## src/rtl/store_unit_ctrl.sv

```systemverilog
// Store-path front end: aligns issued stores, obtains the physical address from
// the DTLB, writes one store into store_buffer and reports completion or a misalignment fault.
module store_unit_ctrl #(
  parameter int XLEN          = 32,
  parameter int PLEN          = 34,
  parameter int TRANS_ID_BITS = 3
) (
  input  logic                     clk_i,
  input  logic                     rst_ni,
  input  logic                     flush_i,
  input  logic                     valid_i,
  output logic                     issue_ready_o,
  input  logic [XLEN-1:0]          vaddr_i,
  input  logic [XLEN-1:0]          data_i,
  input  logic [1:0]               size_i,
  input  logic [TRANS_ID_BITS-1:0] trans_id_i,
  output logic                     translation_req_o,
  output logic [XLEN-1:0]          vaddr_o,
  input  logic                     dtlb_hit_i,
  input  logic [PLEN-1:0]          paddr_i,
  input  logic                     sb_ready_i,
  output logic                     sb_valid_o,
  output logic                     sb_valid_without_flush_o,
  output logic [PLEN-1:0]          sb_paddr_o,
  output logic [XLEN-1:0]          sb_data_o,
  output logic [3:0]               sb_be_o,
  output logic [1:0]               sb_data_size_o,
  output logic                     valid_o,
  output logic [TRANS_ID_BITS-1:0] trans_id_o,
  output logic                     ex_o,
  output logic [XLEN-1:0]          ex_tval_o,
  output logic [1:0]               state_o
);

  typedef enum logic [1:0] {
    IDLE             = 2'd0,
    WAIT_TRANSLATION = 2'd1,
    WAIT_STORE_READY = 2'd2
  } state_e;

  // Handshake: a store is taken on a cycle with valid_i & issue_ready_o & !flush_i;
  // the store buffer takes sb_valid_o when sb_ready_i is high in the same cycle.

  state_e                   state_q, state_d;
  logic [XLEN-1:0]          vaddr_q;
  logic [XLEN-1:0]          data_q;
  logic [3:0]               be_q;
  logic [1:0]               size_q;
  logic [TRANS_ID_BITS-1:0] trans_id_q;
  logic [PLEN-1:0]          paddr_q;
  logic                     ex_valid_q;
  logic [XLEN-1:0]          ex_tval_q;
  logic [TRANS_ID_BITS-1:0] ex_tid_q;

  logic [1:0]      off;
  logic [3:0]      be_a;
  logic [XLEN-1:0] data_a;
  logic            misaligned;
  logic            accept;

  assign off    = vaddr_i[1:0];
  assign accept = valid_i & issue_ready_o & ~flush_i;

  always_comb begin
    be_a       = 4'h0;
    misaligned = 1'b0;
    data_a     = data_i << {off, 3'b000};
    case (size_i)
      2'd0: be_a = 4'b0001 << off;
      2'd1: begin
        be_a       = 4'b0011 << off;
        misaligned = off[0];
      end
      2'd2: begin
        be_a       = 4'hF;
        misaligned = (off != 2'd0);
      end
      default: misaligned = 1'b1;
    endcase
  end

  always_ff @(posedge clk_i or negedge rst_ni) begin
    if (!rst_ni) begin
      state_q    <= IDLE;
      vaddr_q    <= '0;
      data_q     <= '0;
      be_q       <= '0;
      size_q     <= '0;
      trans_id_q <= '0;
      paddr_q    <= '0;
      ex_valid_q <= 1'b0;
      ex_tval_q  <= '0;
      ex_tid_q   <= '0;
    end else begin
      state_q    <= state_d;
      ex_valid_q <= accept & misaligned;
      if (accept & ~misaligned) begin
        vaddr_q    <= vaddr_i;
        data_q     <= data_a;
        be_q       <= be_a;
        size_q     <= size_i;
        trans_id_q <= trans_id_i;
      end
      if (accept & misaligned) begin
        ex_tval_q <= vaddr_i;
        ex_tid_q  <= trans_id_i;
      end
      if (state_q == WAIT_TRANSLATION && dtlb_hit_i) paddr_q <= paddr_i;
    end
  end

  always_comb begin
    state_d                  = state_q;
    issue_ready_o            = (state_q == IDLE);
    translation_req_o        = 1'b0;
    sb_valid_without_flush_o = 1'b0;
    sb_valid_o               = 1'b0;
    valid_o                  = 1'b0;
    trans_id_o               = '0;
    ex_o                     = 1'b0;
    ex_tval_o                = '0;
    case (state_q)
      IDLE: begin
        if (accept && !misaligned) state_d = WAIT_TRANSLATION;
        // A pending fault writeback only ever occurs here, so it cannot meet a normal completion.
        if (ex_valid_q && !flush_i) begin
          valid_o    = 1'b1;
          ex_o       = 1'b1;
          ex_tval_o  = ex_tval_q;
          trans_id_o = ex_tid_q;
        end
      end
      WAIT_TRANSLATION: begin
        translation_req_o = 1'b1;
        if (dtlb_hit_i) state_d = WAIT_STORE_READY;
      end
      WAIT_STORE_READY: begin
        sb_valid_without_flush_o = sb_ready_i;
        sb_valid_o               = sb_ready_i & ~flush_i;
        if (sb_ready_i && !flush_i) begin
          valid_o    = 1'b1;
          trans_id_o = trans_id_q;
          state_d    = IDLE;
        end
      end
      default: state_d = IDLE;
    endcase
    if (flush_i) state_d = IDLE;
  end

  assign vaddr_o        = vaddr_q;
  assign sb_paddr_o     = paddr_q;
  assign sb_data_o      = data_q;
  assign sb_be_o        = be_q;
  assign sb_data_size_o = size_q;
  assign state_o        = state_q;

endmodule

```

## config.mk

```make
export PLATFORM = sky130hd
export DESIGN_NAME = store_unit_ctrl
export DESIGN_NICKNAME = d
export VERILOG_FILES = /design/src/rtl/store_unit_ctrl.sv
export SDC_FILE = /design/constraint.sdc
export NUM_CORES = 1
export LEC_CHECK = 0
export BUFFER_PORTS_ARGS = -buffer_cell sky130_fd_sc_hd__buf_2
export CAP_MARGIN = 25
export CORE_ASPECT_RATIO = 1.1
export CORE_MARGIN = 2
export CORE_UTILIZATION = 40
export CTS_CLUSTER_DIAMETER = 50
export DETAILED_ROUTE_END_ITERATION = 16
export PLACE_DENSITY = 0.68
export SLEW_MARGIN = 40
export SYNTH_ARGS = -nofsm -noshare
export SYNTH_HDL_FRONTEND = slang
export SYNTH_SLANG_ARGS = --single-unit
```

## constraint.sdc

```tcl
create_clock -name clk_i -period 2.3 [get_ports clk_i]
set_input_delay 0.23 -clock clk_i [delete_from_list [all_inputs] [get_ports clk_i]]
set_output_delay 0.23 -clock clk_i [all_outputs]
set_load 0.01 [all_outputs]
```

==> metrics.txt <==
Area Overhead vs Synth 31.2%; VDD IR-drop max between 0.4 and 0.5 mV; routability cong. between 0.8 and 0.9; RSZ-0062 raised after global routing false; Psw 2.42 mW; Max Freq 469 MHz; final hold viol count 0; Die X roughly 130 um; TritonCTS clock tree yes; Sw Ratio 0.286; post-placement cell area a little over 0.008 mm2; residual overflow from global routing 0; CP endpoint kind primary output; detailed-route wire length between 15000 and 20000 um; cell count after synthesis roughly 450; Required @ worst endpoint a little over 2000 ps; crit path max fanout 37; Post-synth EDFFs 0; final worst slack ~170 ps; Reg2Reg Launch Point state_o[1]$_DFFE_PN0P_; max incr delay on CP 380 ps; Pre-antenna DRT Iters 4; critical path startpoint state_o[1]$_DFFE_PN0P_; WS Path Type flip-flop to primary output; HPWL Detailed about 12000 um; I/O Pins around 260; slew at the pin with the worst max-slew slack about 700 ps; Final Cycle Share 0.928; Hold Path Class input port to flip-flop; cells along the critical path buf_4 -> nor4b_4 -> buf_4 -> a22o_1 -> buf_2; DR vias roughly 4500; input/output buffers between 200 and 300; Post-Syn Area per Cell 14.8 um2; Maximum Capacitance Violations 0; leakage power 4.65 nW; Worst-Skew Late Latency 420 ps; top cells by area, synth dfrtp_1 (55%), mux2_4 (14%), mux2_2 (6.8%); Place WS between 200 and 250 ps; Inserted Clock Buffers 17; dominant cell by count in the synthesized netlist dfrtp_1; global-route wire length before repair 26100 um; largest net degree at the start of global routing 55; antenna violations before repair 0; Hold Crit Start paddr_i[25]; area leader, netlist dfrtp_1; Crit path top cell by count buf_4; Syn Nets about 560; CTS sink cnt between 100 and 150; die height around 140 um; Post-DRT Antenna Nets 0; Setup Skew ~10 ps; Slew HR 0.531; H-tree Lvls 4; vias per cell between 4 and 5; commonest cells in the netlist dfrtp_1 (145), mux2_4 (60), mux2i_1 (41); DRC viols 0; Comb pwr share 0.250; final setup violation count 0; Nets 820; post-synthesis register bit count about 150; Rows just under 50; cell internal pwr ~6 mW; YS warnings 0; PwrDens 977 mW/mm2; Max Root-Sink Buffers 2; dominant synthesized flop cell dfrtp_1; clock power share 0.325; post-CTS setup buffers 0; Core Area ~0.016 mm2; final instance area between 0.008 and 0.009 mm2; Routed WL per cell ~18 um; Starting DRT DRC Count 98; Startpoint Class flip-flop; layout cell share with drive strength beyond 1 0.564; Worst Path Arrival 1900 ps; Seq pwr share 0.425; Starting Density 0.407; vias in the first global route 4917; ANT cells 0; Clk pin slew, worst setup/hold paths ~60 ps; Final Util 0.534; Seq/Total Area, Yosys 0.548; clock period minus final worst setup slack ~2100 ps; status finished clean; Async SR Flop Fraction 1.00; Slowest-stage cell, CP dfrtp_1; count of cell types in the netlist 34; Total Die Area between 0.015 and 0.02 mm2; Synth top area share 0.548; Post-Syn Area about 0.0066 mm2; CTS root buf clkbuf_16; Setup TNS Final 0 ps; GRT Util Overall 0.189; max-slew violations 0
## cell families (layout without fill, tap and decap cells)
| group | Yosys count | in the layout | share of synthesized area |
|---|---|---|---|
| muxes | 171 | 171 | 0.317 |
| DFF | 145 | 145 | 0.548 |
| and+or+nand+nor | 66 | 66 | 0.0588 |
| buffers and inverters | 40 | 316 | 0.0424 |
| AOI/OAI and AO/OA | 24 | 24 | 0.0306 |
| xor gates and xnor gates | 2 | 2 | 0.00265 |
## what timing repair did
action / CTS / global route
setup endpoints to repair: 0 / 0
resized for setup: 0 / 0
hold endpoints to repair: 51 / 0
hold buffers: 2 / 0
## cell usage in the layout, fill, tap and decap left out, types with 2 or more instances in the layout
cell type      count
buf_2            254
dfrtp_1          145
mux2_4            60
mux2i_1           41
mux2_2            40
and2_1            32
mux2_1            30
clkbuf_16         17
buf_4             14
nor2_1            13
inv_1             11
nand2_1           10
o2bb2ai_1          9
inv_6              5
a22o_1             4
clkinv_2           4
o21ai_0            3
nand3b_1           2
nand2b_1           2
a211o_1            2
o41ai_1            2
xnor2_1            2
clkinvlp_4         2
bufinv_16          2
dlygate4sd3_1      2
buf_12             2
## final timing paths
path,end,depth (start not counted),slack [ps]
worst max-delay path,trans_id_o[1],5,170
worst min-delay path,sb_paddr_o[25]$_DFFE_PN0P_,2,40
worst max register to register,sb_data_o[5]$_DFFE_PN0P_,5,260
worst min register to register,ex_tval_q[18]$_DFFE_PN0P_,1,470
max in group asynchronous,vaddr_o[3]$_DFFE_PN0P_,3,1290
min in group asynchronous,vaddr_o[27]$_DFFE_PN0P_,2,330
## power by group through the flow
stage | clock network, mW | registers, mW | logic (mW)
floorplan | 0 | 3.85 | 0.971
global placement | 0 | 3.61 | 2.09
detailed placement | 0 | 3.65 | 2.15
CTS | 2.83 | 3.61 | 2.15
global route | 2.95 | 3.69 | 2.28
finish | 2.76 | 3.61 | 2.12
## worst max-delay path, delay by kind of cell (launching register included)
family | cells | cell delay, ps
buffers and inverters | 3 | 670
DFF | 1 | 380
AOI/OAI and AO/OA | 1 | 190
and+or+nand+nor | 1 | 240
## state kept, by name, summed over array words and instances, names as in the netlist
register	count
ex_tid_q	3
ex_tval_q	32
ex_valid_q	1
sb_be_o	4
sb_data_o	32
sb_data_size_o	2
sb_paddr_o	34
state_o	2
trans_id_q	3
vaddr_o	32
## cell type report
class	instances	area, um2
timing repair buffer	273	1450
fill	1395	7570
clock buffer	18	439
sequential	145	3630
inverter	11	41.3
multi-input combinational	263	2720
tap	204	255
clock inverter	14	150
## through the flow
| step | std cells | power, mW | hold slack (ps) |
|---|---|---|---|
| 2_1_floorplan | 448 | 4.82 | -65.6 |
| 3_5_place_dp | 894 | 5.80 | 229 |
| 6_report | 928 | 8.48 | 39.2 |
| 5_1_grt | 928 | 8.92 | 17.9 |
| 4_1_cts | 928 | 8.60 | 18.5 |
| 3_3_place_gp | 894 | 5.70 | 220 |
## routing by layer
layer | vias to the layer above | global-route usage | share of wire
li1 | 2097 | - | -
met1 | 2269 | 0.219 | 0.41
met2 | 138 | 0.334 | 0.53
met3 | 34 | 0.0386 | 0.040
met4 | 0 | 0.0833 | 0.026
met5 | - | 0 | 0
Note: power is estimated with default switching activity, not from simulation.
